--- config.mk ---
export PLATFORM = sky130hd
export DESIGN_NAME = data_mem_access_flat
export DESIGN_NICKNAME = d
export VERILOG_FILES = /design/src/rtl/data_mem_access_pkg.sv /design/src/rtl/data_mem_access_if.sv /design/src/rtl/data_mem_access_load_align.sv /design/src/rtl/data_mem_access.sv /design/src/flat_wrapper.sv
export SDC_FILE = /design/constraint.sdc
export NUM_CORES = 1
export LEC_CHECK = 0
export ABC_AREA = 1
export ABC_CLOCK_PERIOD_IN_PS = 1300
export CAP_MARGIN = 10
export CORE_ASPECT_RATIO = 1.5
export CORE_MARGIN = 2
export CORE_UTILIZATION = 35
export DETAILED_ROUTE_END_ITERATION = 10
export PLACE_DENSITY_LB_ADDON = 0.08
export RECOVER_POWER = 50
export SLEW_MARGIN = 20
export SYNTH_ARGS = -nofsm -noshare
export SYNTH_HDL_FRONTEND = slang
export SYNTH_SLANG_ARGS = --single-unit
--- constraint.sdc ---
create_clock -name CLK -period 1.3 [get_ports CLK]
set_clock_uncertainty 0.15 [all_clocks]
set_input_delay 0.26 -clock CLK [delete_from_list [all_inputs] [get_ports CLK]]
set_output_delay 0.26 -clock CLK [all_outputs]
set_load 0.005 [all_outputs]
--- src/rtl/data_mem_access_pkg.sv ---
// Shared types and helpers for the data-memory load/store stage.
package data_mem_access_pkg;

    localparam int unsigned DATA_W = 32;
    localparam int unsigned LANES  = 4;

    typedef enum logic [1:0] {IDLE, REQ, DONE, ERR} stateT;

    localparam logic [1:0] SIZE_B = 2'b00;
    localparam logic [1:0] SIZE_H = 2'b01;
    localparam logic [1:0] SIZE_W = 2'b10;

    typedef struct packed {
        logic              we;
        logic [DATA_W-1:0] addr;
        logic [LANES-1:0]  byteEn;
        logic [DATA_W-1:0] wData;
    } busCmdT;

    // Byte-lane enables for an access; reserved size behaves as a word.
    function automatic logic [LANES-1:0] lane_en(input logic [1:0] size, input logic [1:0] addr);
        case (size)
            SIZE_B:  lane_en = 4'b0001 << addr;
            SIZE_H:  lane_en = addr[1] ? 4'b1100 : 4'b0011;
            default: lane_en = 4'b1111;
        endcase
    endfunction

endpackage

--- src/rtl/data_mem_access_if.sv ---
// Word-wide req/ack data-memory bus between the load/store stage and memory.
interface data_mem_access_if;
    import data_mem_access_pkg::*;

    logic              busReq;
    logic              busWe;
    logic [DATA_W-1:0] busAddr;
    logic [LANES-1:0]  busByteEn;
    logic [DATA_W-1:0] busWData;
    logic [DATA_W-1:0] busRData;
    logic              busAck;

    modport master (output busReq, busWe, busAddr, busByteEn, busWData,
                    input  busRData, busAck);
    modport slave  (input  busReq, busWe, busAddr, busByteEn, busWData,
                    output busRData, busAck);
endinterface

--- src/rtl/data_mem_access_load_align.sv ---
// Combinational load alignment: lane shift plus byte/half sign or zero extension.
module load_align
    import data_mem_access_pkg::*;
(
    input  logic [DATA_W-1:0] rData,
    input  logic [1:0]        offset,
    input  logic [1:0]        size,
    input  logic              isSigned,
    output logic [DATA_W-1:0] data
);

    logic [DATA_W-1:0] shifted;

    assign shifted = rData >> {offset, 3'b000};

    always_comb begin
        data = shifted;
        case (size)
            SIZE_B:  data = {{24{isSigned & shifted[7]}},  shifted[7:0]};
            SIZE_H:  data = {{16{isSigned & shifted[15]}}, shifted[15:0]};
            default: data = shifted;
        endcase
    end

endmodule

--- src/rtl/data_mem_access.sv ---
// Load/store stage driving a req/ack data-memory bus with timeout and core stall.
// Optional MISALIGN_TRAP_EN: trap misaligned half/word accesses instead of ignoring low address bits.
module data_mem_access
    import data_mem_access_pkg::*;
#(
    parameter int unsigned TIMEOUT_CYCLES = 16
)
(
    input  logic              CLK,
    input  logic              Reset,
    input  logic              ctrlValid,
    input  logic              memRead,
    input  logic              memWrite,
    input  logic [1:0]        memSize,
    input  logic              memSigned,
    input  logic [DATA_W-1:0] aluResult,
    input  logic [DATA_W-1:0] storeData,
    output logic              stall,
    output logic [DATA_W-1:0] loadData,
    output logic              loadValid,
    output logic              busErr,
    output logic              misaligned,
    data_mem_access_if.master bus
);

    localparam int unsigned CNT_W = (TIMEOUT_CYCLES > 1) ? $clog2(TIMEOUT_CYCLES) : 1;
    localparam logic [CNT_W-1:0] CNT_LAST = CNT_W'(TIMEOUT_CYCLES - 1);

    stateT             state;
    busCmdT            cmd;
    logic              busReqQ;
    logic              misalignedQ;
    logic [CNT_W-1:0]  cnt;
    logic [1:0]        sizeQ;
    logic              signedQ;
    logic [1:0]        offQ;

    logic              request;
    logic              badAlign;
    logic              accept;
    logic [1:0]        effOff;
    logic [DATA_W-1:0] wDataNext;
    logic [DATA_W-1:0] alignedData;

    assign request = ctrlValid & (memRead | memWrite);

`ifdef MISALIGN_TRAP_EN
    assign badAlign = ((memSize == SIZE_H) & aluResult[0]) |
                      ((memSize[1] == 1'b1) & (aluResult[1:0] != 2'b00));
`else
    assign badAlign = 1'b0;
`endif

    assign accept = (state == IDLE) & request & ~badAlign;
    assign stall  = ~Reset & (accept | (state == REQ));

    // Effective lane offset once ignored low address bits are dropped.
    always_comb begin
        effOff    = 2'b00;
        wDataNext = storeData;
        case (memSize)
            SIZE_B: begin
                effOff    = aluResult[1:0];
                wDataNext = {4{storeData[7:0]}};
            end
            SIZE_H: begin
                effOff    = {aluResult[1], 1'b0};
                wDataNext = {2{storeData[15:0]}};
            end
            default: begin
                effOff    = 2'b00;
                wDataNext = storeData;
            end
        endcase
    end

    load_align u_loadAlign (
        .rData    (bus.busRData),
        .offset   (offQ),
        .size     (sizeQ),
        .isSigned (signedQ),
        .data     (alignedData)
    );

    always_ff @(posedge CLK) begin
        if (Reset) begin
            state       <= IDLE;
            cmd         <= '0;
            busReqQ     <= 1'b0;
            misalignedQ <= 1'b0;
            cnt         <= '0;
            sizeQ       <= SIZE_B;
            signedQ     <= 1'b0;
            offQ        <= 2'b00;
            loadData    <= '0;
            loadValid   <= 1'b0;
            busErr      <= 1'b0;
        end else begin
            loadValid   <= 1'b0;
            busErr      <= 1'b0;
            misalignedQ <= 1'b0;
            case (state)
                IDLE: begin
                    if (accept) begin
                        cmd.we     <= memWrite;
                        cmd.addr   <= {aluResult[DATA_W-1:2], 2'b00};
                        cmd.byteEn <= lane_en(memSize, effOff);
                        cmd.wData  <= wDataNext;
                        sizeQ      <= memSize;
                        signedQ    <= memSigned;
                        offQ       <= effOff;
                        cnt        <= '0;
                        busReqQ    <= 1'b1;
                        state      <= REQ;
                    end else if (request & badAlign) begin
                        misalignedQ <= 1'b1;
                        loadData    <= '0;
                    end
                end
                REQ: begin
                    // A same-cycle ack takes priority over the timeout.
                    if (bus.busAck) begin
                        busReqQ   <= 1'b0;
                        loadValid <= ~cmd.we;
                        if (!cmd.we) begin
                            loadData <= alignedData;
                        end
                        state <= DONE;
                    end else if (cnt == CNT_LAST) begin
                        busReqQ  <= 1'b0;
                        busErr   <= 1'b1;
                        loadData <= '0;
                        state    <= ERR;
                    end else begin
                        cnt <= cnt + CNT_W'(1);
                    end
                end
                DONE:    state <= IDLE;
                ERR:     state <= IDLE;
                default: state <= IDLE;
            endcase
        end
    end

    assign misaligned    = misalignedQ;
    assign bus.busReq    = busReqQ;
    assign bus.busWe     = cmd.we;
    assign bus.busAddr   = cmd.addr;
    assign bus.busByteEn = cmd.byteEn;
    assign bus.busWData  = cmd.wData;

endmodule
--- src/flat_wrapper.sv ---
// flat-port wrapper written by rule: the top's interface ports become plain ports
module data_mem_access_flat import data_mem_access_pkg::*;
#(
    parameter int unsigned TIMEOUT_CYCLES = 16
)
  (CLK, Reset, ctrlValid, memRead, memWrite, memSize, memSigned, aluResult, storeData, stall, loadData, loadValid, busErr, misaligned, bus_busReq, bus_busWe, bus_busAddr, bus_busByteEn, bus_busWData, bus_busRData, bus_busAck);
  data_mem_access_if bus_i ();
  input  logic CLK;
  input  logic Reset;
  input  logic ctrlValid;
  input  logic memRead;
  input  logic memWrite;
  input  logic [1:0] memSize;
  input  logic memSigned;
  input  logic [DATA_W-1:0] aluResult;
  input  logic [DATA_W-1:0] storeData;
  output logic stall;
  output logic [DATA_W-1:0] loadData;
  output logic loadValid;
  output logic busErr;
  output logic misaligned;
  output wire logic [$bits(bus_i.busReq)-1:0] bus_busReq;
  output wire logic [$bits(bus_i.busWe)-1:0] bus_busWe;
  output wire logic [$bits(bus_i.busAddr)-1:0] bus_busAddr;
  output wire logic [$bits(bus_i.busByteEn)-1:0] bus_busByteEn;
  output wire logic [$bits(bus_i.busWData)-1:0] bus_busWData;
  input wire logic [$bits(bus_i.busRData)-1:0] bus_busRData;
  input wire logic [$bits(bus_i.busAck)-1:0] bus_busAck;
  assign bus_busReq = bus_i.busReq;
  assign bus_busWe = bus_i.busWe;
  assign bus_busAddr = bus_i.busAddr;
  assign bus_busByteEn = bus_i.busByteEn;
  assign bus_busWData = bus_i.busWData;
  assign bus_i.busRData = bus_busRData;
  assign bus_i.busAck = bus_busAck;
  data_mem_access #(.TIMEOUT_CYCLES(TIMEOUT_CYCLES)) u_core (.CLK(CLK), .Reset(Reset), .ctrlValid(ctrlValid), .memRead(memRead), .memWrite(memWrite), .memSize(memSize), .memSigned(memSigned), .aluResult(aluResult), .storeData(storeData), .stall(stall), .loadData(loadData), .loadValid(loadValid), .busErr(busErr), .misaligned(misaligned), .bus(bus_i));
endmodule
# Yosys cells after proc, flatten, opt, wreduce, memory -nomap -nowiden
# Index checks and enable logic that the tools add are counted.
[word_totals]
register_bits = 113
input_bits = 105
output_inout_bits = 106
elab_cells = 72
[op_classes]
addsub = 1
eq_ne = 11
shifts = 2
n_mux = 21
bitwise = 11
reduce_logical = 13
[op_table]
columns = ["cell", "n"]
rows = [
  ["$pmux 32 s2", 2],
  ["$mux 32", 3],
  ["$shr 32x5->32", 1],
  ["$mux 4", 4],
  ["$pmux 4 s2", 2],
  ["$eq 2x1->1 const B", 3],
  ["$logic_not 2->1", 3],
  ["$mux 2", 3],
  ["$ne 2x2->1 const B", 3],
  ["$pmux 2 s3", 1],
  ["$reduce_and 3->1", 2],
  ["$reduce_or 3->1", 2],
  ["$and 1x1->1", 5],
  ["$add 4x1->4 const B", 1],
  ["$eq 2x2->1 const B", 2],
  ["$eq 4x4->1 const B", 1],
  ["$mux 1", 4],
  ["$not 1->1", 4],
  ["$pmux 2 s2", 1],
  ["$reduce_and 2->1", 2],
  ["$reduce_and 4->1", 1],
  ["$reduce_bool 2->1", 2],
  ["$shl 1x2->4 const A", 1],
  ["$ne 3x3->1 const B", 1],
  ["4 further kinds", 5],
]

# Logic depth before layout (Yosys ltp)
# Gate-level depths: netlist of the first run.
[depth]
ltp_word = 5
mapped_depth = 10
mapped_depth_nobuf = 9

# Cells and area by module
# From an unflattened synthesis of the first run, not the netlist that was laid out.
[hier_totals]
cells_unflattened = 756
hier_area_um2 = 5297.6
[modules_own_cells]
columns = ["mod", "n_inst", "cells_each", "area_per_inst_um2", "seq_area_each_um2"]
rows = [
  ["data_mem_access", 1, 583, 4488.1, 2262.2],
  ["load_align", 1, 173, 809.5, 0.0],
]

# Worst setup path before layout of the first run
# OpenSTA, ideal clock, no wires.
[synth_path]
kind = "reg2reg"
startpoint = "register u_core.cnt[0]"
endpoint = "register u_core.cnt[2]"
arrival_time_ns = 1.172
path_slack_ns = -0.137
path_stages_with_launch = 10
n_path_buf = 0
period_less_slack_ns = 1.437
cell_sequence = "dfxtp_1 > ha_1 > nand3_1 > nand2_1 > nor2_1 > inv_1 > nand2_1 > nand3_1 > nand2_1 > nor2_1"
[synth_between]
elab_chain_cells = 4
word_cells_on_any_way = 7
[synth_rtl]
columns = ["item", "line_no", "source"]
rows = [
  ["from (decl)", "data_mem_access.sv:33", "logic [CNT_W-1:0] cnt;"],
  ["from (signal assigned)", "data_mem_access.sv:135", "cnt <= cnt + CNT_W'(1);"],
  ["$add 4x1->4", "data_mem_access.sv:135", ""],
  ["$mux 4", "data_mem_access.sv:129", "end else if (cnt == CNT_LAST) begin"],
  ["$mux 4", "data_mem_access.sv:122", "if (bus.busAck) begin"],
  ["$pmux 4 s2", "data_mem_access.sv:102", "case (state)"],
]
# Several ways; a longest one is shown, not always the timed one. The select of a mux whose other input is x is not followed.
# A chain may end at the register's enable or synchronous reset.

# Worst setup path after layout of the first run
[layout_path]
startpoint = "register u_core.state[1]"
endpoint = "register u_core.loadData[11]"
[layout_between]
elab_chain_cells = 2
[layout_rtl]
columns = ["item", "line_no", "source"]
rows = [
  ["from (decl)", "data_mem_access.sv:29", "stateT state;"],
  ["from (signal assigned)", "data_mem_access.sv:87", "state <= IDLE;"],
  ["from (signal assigned)", "data_mem_access.sv:114", "state <= REQ;"],
  ["from (signal assigned)", "data_mem_access.sv:128", "state <= DONE;"],
  ["$eq 2x1->1", "data_mem_access.sv:102", ""],
  ["$reduce_and 3->1 (no source line)", "n/a", ""],
  ["to (signal assigned)", "data_mem_access.sv:126", "loadData <= alignedData;"],
  ["to (decl)", "data_mem_access.sv:19", "output logic [DATA_W-1:0] loadData,"],
]
# Every way passes these cells.

==> results.tsv, run 1 <==
stage	metric	value	unit
run_status	status	finished with violations	
run_status	violations	negative setup slack	
placed_design	place_ws	-789	ps
route	wl_per_cell	15.1	um
floorplan	ios	211	
route	drt-total-wl	18000	um
clock_tree	cts_root_buffer	clkbuf_16	
sta	min_period	1620	ps
synth	netlist-cell-type-count	35	
setup_path	r2r-end	u_core.loadData[11]	
placed_design	io_buffers	207	
pwr	powerDensity	1260	nW/um2
synth	ys_seq_elements	113	
synth	synthCells	712	
clock_tree	cts_buffers	17	
run	maxCapViolations	0	
worst_hold_path	min_to	u_core.bus.busWe	
pwr	seqPwrFrac	35.6	%
synth	synthesis.area	5000	um2
worst_hold_path	min_path_cells	4	
cells_and_area	antenna_cells	0	
cells_and_area	fin_area	8470	um2
floorplan	die_w	102	um
setup_path	crit_path_start_kind	register	
grt	grt_pass1_wl	27900	um
clock_tree	clockBufferDepth	2	
pwr	p_int	0.00805	W
sta	worst_slack	-317	ps
floorplan	die_area	15300	um2
cells_and_area	final-seq-area	2400	um2
pwr	ir_drop	0.752	mV
setup_path	worstPathArrival	1810	ps
route	routed_via_density	4.74	
clock_tree	htree_levels	4	
synth	yosys_warnings	0	
setup_path	cp-end-kind	register	
setup_path	r2r_start	u_core.state[1]	
sta	drv_slew	0	
sta	grt_setup_unrepaired	true	
pwr	p_leak	4.05	nW
clock_tree	clock_sinks	113	
setup_path	crit_type	reg2reg	
setup_path	worstPathRequired	1500	ps
pwr	p_comb_share	16.1	%
route	vias	5659	
floorplan	rows	53	
clock_tree	cts_tree	done	
setup_path	crit_chain	inv_4 > nand2_8 > buf_6 > nor3_4 > buf_6 > buf_12 > buf_4 > nand2_8 > clkinv_4 > nand2_1 > nand2_1	
setup_path	crit_fanout	7	
grt	grt_overflow_total	0	
floorplan	die_h	150	um
route	ant_nets	0	
floorplan	start_util	35.8	%
setup_path	cpMaxStageDelayCell	dfxtp_2	
grt	grt_max_degree	33	
grt	grt_pass1_vias	5806	
grt	antenna_found_initial	0	
placed_design	placed_cell_area	7680	um2
placed_design	dpl.hpwl	12900	um
worst_hold_path	hp-start	memWrite	
synth	ys_seq_area_share	45.2	%
placed_design	gp_congestion	0.963	
clock_tree	hold_buffers	0	
floorplan	coreArea	14000	um2
clock_tree	clock_latency	400	ps
clock_tree	path_clk_slew	60	ps
grt	grt.total_usage	23.6	%
cells_and_area	nNetsFinal	1096	
sta	setup_violations	100	
setup_path	max_stage_delay	330	ps
route	drc	0	
cells_and_area	n_fill_cell	1327	
cells_and_area	multi_input_area	2490	um2
synth	syn_avg_cell_area	7.03	um2
cells_and_area	drive_above_1_share	37.7	%
setup_path	worst-r2r-setup-slack	-320	ps
route	drt_iter0_markers	131	
pwr	power_switching	0.00262	W
sta	hold_viol	0	
sta	finalCritPeriodShare	124	%
route	drt-pass1-iter-count	6	
cells_and_area	area_delta_synth_final	69.4	%
setup_path	r2r_cells	11	
worst_hold_path	hold_path_class	in2reg	
pwr	p_sw_share	24.5	%
sta	max_freq	619	MHz
pwr	p_clk_share	48.3	%
routing by layer:
layer  GRT usage, %  vias up  wire, um
li1               -     2842         -
met1           25.3     2564      6810
met2           41.6      203      9270
met3           6.17       50      1130
met4           12.8        0       790
met5              0        -         0
power groups by stage:
stage          logic [W]  registers, W  clock network (W)
5_1_grt          0.00187       0.00381            0.00542
2_1_floorplan   0.000651       0.00384                  0
4_1_cts          0.00166       0.00379            0.00524
3_5_place_dp     0.00166       0.00384                  0
6_report         0.00172       0.00379            0.00515
3_3_place_gp     0.00165       0.00383                  0
worst max path at each step:
stage | startpoint | endpoint | slack, ps | cells past startpoint
6_report | u_core.state[1] | u_core.loadData[11] | -320 | 11
5_1_grt | u_core.state[1] | u_core.loadData[19] | -390 | 10
4_1_cts | u_core.state[0] | stall | -320 | 4
3_5_place_dp | memWrite | stall | -790 | 5
3_3_place_gp | memWrite | stall | -800 | 5
2_1_floorplan | u_core.state[1] | u_core.loadData[28] | -120 | 9
synthesized netlist by cell type:
| cell type | count | share of area (%) |
|---|---|---|
| o22ai_1 | 4 | 0.50 |
| ha_1 | 1 | 0.25 |
| a21oi_1 | 41 | 4.1 |
| nand3_1 | 49 | 4.9 |
| o21a_1 | 1 | 0.15 |
| nor2_2 | 2 | 0.25 |
| buf_12 | 1 | 0.40 |
| clkinv_1 | 5 | 0.38 |
| buf_4 | 10 | 1.5 |
| nand2_8 | 1 | 0.40 |
| o21ai_0 | 34 | 3.4 |
| nand4_1 | 9 | 1.1 |
| nor2_4 | 1 | 0.23 |
| nor3_4 | 1 | 0.33 |
| nand3_4 | 3 | 1.1 |
| nand2_1 | 322 | 24 |
| buf_2 | 17 | 1.7 |
| a21oi_2 | 3 | 0.53 |
| nor3_1 | 2 | 0.20 |
| o21ai_1 | 7 | 0.70 |
| dfxtp_1 | 113 | 45 |
| nand2_2 | 5 | 0.63 |
| inv_1 | 17 | 1.3 |
| o211ai_1 | 8 | 1.2 |
| a21boi_0 | 8 | 1.2 |
| buf_1 | 1 | 0.075 |
| buf_8 | 1 | 0.30 |
| inv_2 | 6 | 0.45 |
| buf_6 | 2 | 0.45 |
| a211oi_1 | 1 | 0.15 |
| or2_2 | 1 | 0.13 |
| nor2_1 | 23 | 1.7 |
| inv_4 | 1 | 0.13 |
| conb_1 | 1 | 0.075 |
| clkbuf_1 | 10 | 0.75 |
registers in the layout, summed over array words and instances, names as in the netlist, 2 cells and up:
name and cells:
u_core.state 2, u_core.sizeQ 2, u_core.offQ 2, u_core.bus.busWData 32, u_core.bus.busAddr 30, u_core.loadData 32, u_core.cnt 4, u_core.bus.busByteEn 4
placed cells by master (no fill, tap or decap), types with 16 or more instances in the layout:
cell	n
clkdlybuf4s50_1	98
dfxtp_2	101
nand2_1	316
inv_1	16
clkbuf_16	18
buf_2	95
nand3_1	46
o21ai_0	28
buf_4	70
a21oi_1	38
cell families (layout without fill, tap and decap cells):
group / after synthesis / count (layout) / synth area share, %
flip-flops: 113 / 113 / 45.2
AO/OA/AOI/OAI: 107 / 107 / 11.9
other: 1 / 3 / 0.0750
adder cells (fa/ha/maj): 1 / 1 / 0.250
AND/OR/NAND/NOR: 419 / 419 / 35.1
buffers and inverters: 71 / 360 / 7.40
area by class of cell:
| class | instances | share of cell area [%] |
|---|---|---|
| Timing Repair Buffer | 298 | 30.1 |
| Multi-Input combinational cell | 530 | 29.4 |
| Sequential cell | 113 | 28.3 |
| Clock buffer | 19 | 5.23 |
| Tap cell | 192 | 2.84 |
| Clock inverter | 13 | 2.48 |
| Inverter | 29 | 1.55 |
| Timing Repair inverter | 1 | 0.103 |
worst max-delay path, delay by kind of cell (launching register included):
| family | cells | cell delay [ps] |
|---|---|---|
| and+or+nand+nor | 5 | 440 |
| buffers and inverters | 6 | 640 |
| DFF | 1 | 330 |
stage by stage:
stage / util [%] / setup TNS [ps] / cells / hold WS, ps / power (W)
2_1_floorplan: - / -1950 / 714 / 220 / 0.00449
3_3_place_gp: 54.9 / -60500 / 1132 / 278 / 0.00548
3_5_place_dp: 54.9 / -62020 / 1132 / 282 / 0.00550
4_1_cts: 59.4 / -21100 / 1191 / 140 / 0.0107
5_1_grt: 60.6 / -31130 / 1195 / 184 / 0.0111
6_report: 60.6 / -23360 / 1195 / 153 / 0.0107
what timing repair did:
action	4_1_cts	5_1_grt
gates resized for setup	534	39
endpoints found under the setup margin	213	129
pin swaps	5	8
hold endpoints to repair	0	0
gates cloned	6	1
buffers inserted	21	4
No activity file was read; power rests on OpenSTA's default activity.
==> run 2: changes to the inputs <==
--- a/config.mk
+++ b/config.mk
@@ -14,7 +14,7 @@
 export DETAILED_ROUTE_END_ITERATION = 10
 export PLACE_DENSITY_LB_ADDON = 0.08
 export RECOVER_POWER = 50
-export SLEW_MARGIN = 20
+export SLEW_MARGIN = 30
 export SYNTH_ARGS = -nofsm -noshare
 export SYNTH_HDL_FRONTEND = slang
 export SYNTH_SLANG_ARGS = --single-unit
==> results of run 2 <==
Final layout, timing and power as in run 1 (identical DEF).
==> run 3: changes to the inputs <==
--- a/config.mk
+++ b/config.mk
@@ -6,7 +6,7 @@
 export NUM_CORES = 1
 export LEC_CHECK = 0
 export ABC_AREA = 1
-export ABC_CLOCK_PERIOD_IN_PS = 1300
+export ABC_CLOCK_PERIOD_IN_PS = 1420
 export CAP_MARGIN = 10
 export CORE_ASPECT_RATIO = 1.5
 export CORE_MARGIN = 2
==> constraint.sdc (replaced) <==
create_clock -name CLK -period 1.42 [get_ports CLK]
set_clock_uncertainty 0.15 [all_clocks]
set_input_delay 0.284 -clock CLK [delete_from_list [all_inputs] [get_ports CLK]]
set_output_delay 0.284 -clock CLK [all_outputs]
set_load 0.005 [all_outputs]
==> run 3 against run 2 <==
  * The run still ends with negative setup slack left
  * Global-route usage grew 1.3 points
  * Clock power shrank 22%
  * First-iteration DRC count grew 43%
  * Sequential power decreased by 7.4%
  * Hold slack better by 17 ps
  * Register-to-register slack better by 140 ps
  * Final area grew 12%
==> results.tsv, run 3 (synthesis results as in run 1) <==
stage	metric	value	unit	change
setup_path	r2r-end	u_core.bus.busByteEn[3]		was u_core.loadData[11]
setup_path	endpoint	stall		was u_core.loadData[11]
floorplan	die_h	150	um	unchanged
pwr	powerDensity	999	nW/um2	was 1260 nW/um2
pwr	seqPwrFrac	36.9	%	was 35.6%
sta	grt_setup_unrepaired	true		unchanged
pwr	power_switching	0.00270	W	was 0.00262 W
sta	hold_viol	0		unchanged
placed_design	placed_cell_area	7700	um2	was 7680 um2
setup_path	crit_fanout	3		was 7
grt	grt.total_usage	25.0	%	was 23.6%
sta	drv_slew	0		unchanged
setup_path	crit_type	reg2out		was reg2reg
cells_and_area	drive_above_1_share	43.6	%	was 37.7%
cells_and_area	final_cell_mix	237 x nand2_1, 97 x clkdlybuf4s50_1, 77 x buf_4		was 316 x nand2_1, 101 x dfxtp_2, 98 x clkdlybuf4s50_1
cells_and_area	layout_commonest_cell	nand2_1		unchanged
grt	antenna_found_initial	0		unchanged
clock_tree	clock_latency	410	ps	was 400 ps
pwr	p_clk_share	42.3	%	was 48.3%
floorplan	ios	211		unchanged
sta	setup_violations	98		was 100
setup_path	r2r_cells	10		was 11
setup_path	cp-end-kind	primary output		was register
floorplan	coreArea	14000	um2	unchanged
clock_tree	clock_sinks	113		unchanged
clock_tree	cts_root_buffer	clkbuf_16		unchanged
floorplan	start_util	35.8	%	unchanged
sta	finalCritPeriodShare	114	%	
cells_and_area	fin_util	68.1	%	was 60.6%
run_status	status	finished with violations		unchanged
run_status	violations	negative setup slack		unchanged
clock_tree	cts_buffers	17		unchanged
pwr	p_int	0.00682	W	was 0.00805 W
pwr	p_sw_share	28.4	%	was 24.5%
placed_design	dpl.hpwl	13200	um	was 12900 um
route	wl_per_cell	16.5	um	was 15.1 um
grt	grt_overflow_total	0		unchanged
cells_and_area	antenna_cells	0		unchanged
clock_tree	hold_buffers	0		unchanged
setup_path	worstPathRequired	990	ps	was 1500 ps
route	drc	0		unchanged
sta	max_freq	619	MHz	
route	vias	5920		was 5659
route	ant_nets	0		unchanged
clock_tree	cts_tree	done		unchanged
floorplan	die_w	102	um	unchanged
sta	worst_slack	-195	ps	was -317 ps
cells_and_area	nNetsFinal	1123		was 1096
placed_design	io_buffers	207		unchanged
pwr	p_leak	4.53	nW	was 4.05 nW
route	drt-pass1-iter-count	4		was 6
floorplan	die_area	15300	um2	unchanged
route	drt_iter0_markers	187		was 131
setup_path	cp-startpoint	u_core.state[1]		unchanged
setup_path	r2r_start	u_core.state[0]		was u_core.state[1]
setup_path	worst-r2r-setup-slack	-180	ps	was -320 ps
worst_hold_path	hold_path_class	in2reg		unchanged
setup_path	crit_path_start_kind	register		unchanged
cells_and_area	area_delta_synth_final	90.5	%	was 69.4%
route	routed_via_density	4.84		was 4.74
pwr	ir_drop	0.849	mV	was 0.752 mV
floorplan	rows	53		unchanged
cells_and_area	fin_area	9530	um2	was 8470 um2
clock_tree	clockBufferDepth	2		unchanged
sta	min_period	1610	ps	
pwr	p_comb_share	20.8	%	was 16.1%
grt	grt_pass1_vias	5888		was 5806
clock_tree	htree_levels	4		unchanged
pwr	p_total	0.00952	W	was 0.0107 W
placed_design	gp_congestion	0.930		was 0.963
route	drt-total-wl	20200	um	was 18000 um
grt	grt_max_degree	37		was 33
cells_and_area	n_fill_cell	1180		was 1327
setup_path	worstPathArrival	1180	ps	was 1810 ps
placed_design	place_ws	-777	ps	was -789 ps
clock_tree	path_clk_slew	60	ps	about the same
grt	grt_pass1_wl	29200	um	was 27900 um
run	maxCapViolations	0		unchanged
sta	timing.hold.ws	170	ps	was 153 ps
[run 3: changes by cell type in the layout (fill, tap and decap cells not counted), moves of 13 or more]
cell / change
clkdlybuf4s15_2: +15
nand2_2: +40
buf_2: -82
nand2_1: -79
clkbuf_2: +38
nand2_4: +39
dfxtp_1: +27
o21ai_2: +13
dfxtp_2: -27
o21ai_0: -22
clkdlybuf4s15_1: +38
[run 3: power groups by stage]
| stage | clock [W] | combinational [W] | sequential, W |
|---|---|---|---|
| 2_1_floorplan | 0 | 0.000581 | 0.00352 |
| 3_3_place_gp | 0 | 0.00153 | 0.00351 |
| 3_5_place_dp | 0 | 0.00155 | 0.00351 |
| 4_1_cts | 0.00408 | 0.00182 | 0.00348 |
| 5_1_grt | 0.00422 | 0.00212 | 0.00353 |
| 6_report | 0.00403 | 0.00198 | 0.00351 |
[run 3: stage by stage]
stage	TNS [ps]	cells
2_1_floorplan	-8.99	714
3_3_place_gp	-62410	1136
3_5_place_dp	-65470	1136
4_1_cts	-10470	1203
5_1_grt	-14570	1222
6_report	-9760	1222
[run 3: repair_timing]
action | in CTS | in global routing
endpoints found under the setup margin | 212 | 159
buffers inserted | 29 | 22
pin swaps | 12 | 23
cloned | 11 | 4
resized for setup | 413 | 205
[run 3: worst max-delay path: stages (launching register included)]
cell and delay [ps]:
dfxtp_2 320, inv_4 80, nand4_1 110, o21ai_1 120
buf_2 140
[run 3: per-layer routing]
layer	GRT usage, %	vias to the layer above	part of all wire [%]	routed length, um
met1	24.7	2741	34	6940
li1	-	2906	-	-
met2	45.9	223	55	11100
met5	0	-	0	0
met4	13.9	0	4.1	827
met3	6.78	50	6.4	1300
[run 3: final cells by class]
class	instances	area, um2	share of cell area, %
clock inverter	12	98.8	1.04
multi-input combinational	531	3040	31.9
timing repair inverter	1	5.00	0.0525
inverter	29	128	1.34
clock buffer	20	467	4.90
sequential	113	2360	24.8
tap	192	240	2.52
timing repair buffer	324	3190	33.4
[run 3: worst min-delay path by stage]
stage                           startpoint                     end  slack [ps]  cells past startpoint
floorplan                    aluResult[10]  u_core.bus.busAddr[10]         240                      2
global placement    u_core.bus.busAddr[13]  u_core.bus.busAddr[13]         280                      2
detailed placement   u_core.bus.busAddr[8]   u_core.bus.busAddr[8]         290                      2
CTS                               memWrite        u_core.bus.busWe         140                      4
global route                      memWrite        u_core.bus.busWe         170                      4
finish                            memWrite        u_core.bus.busWe         170                      4
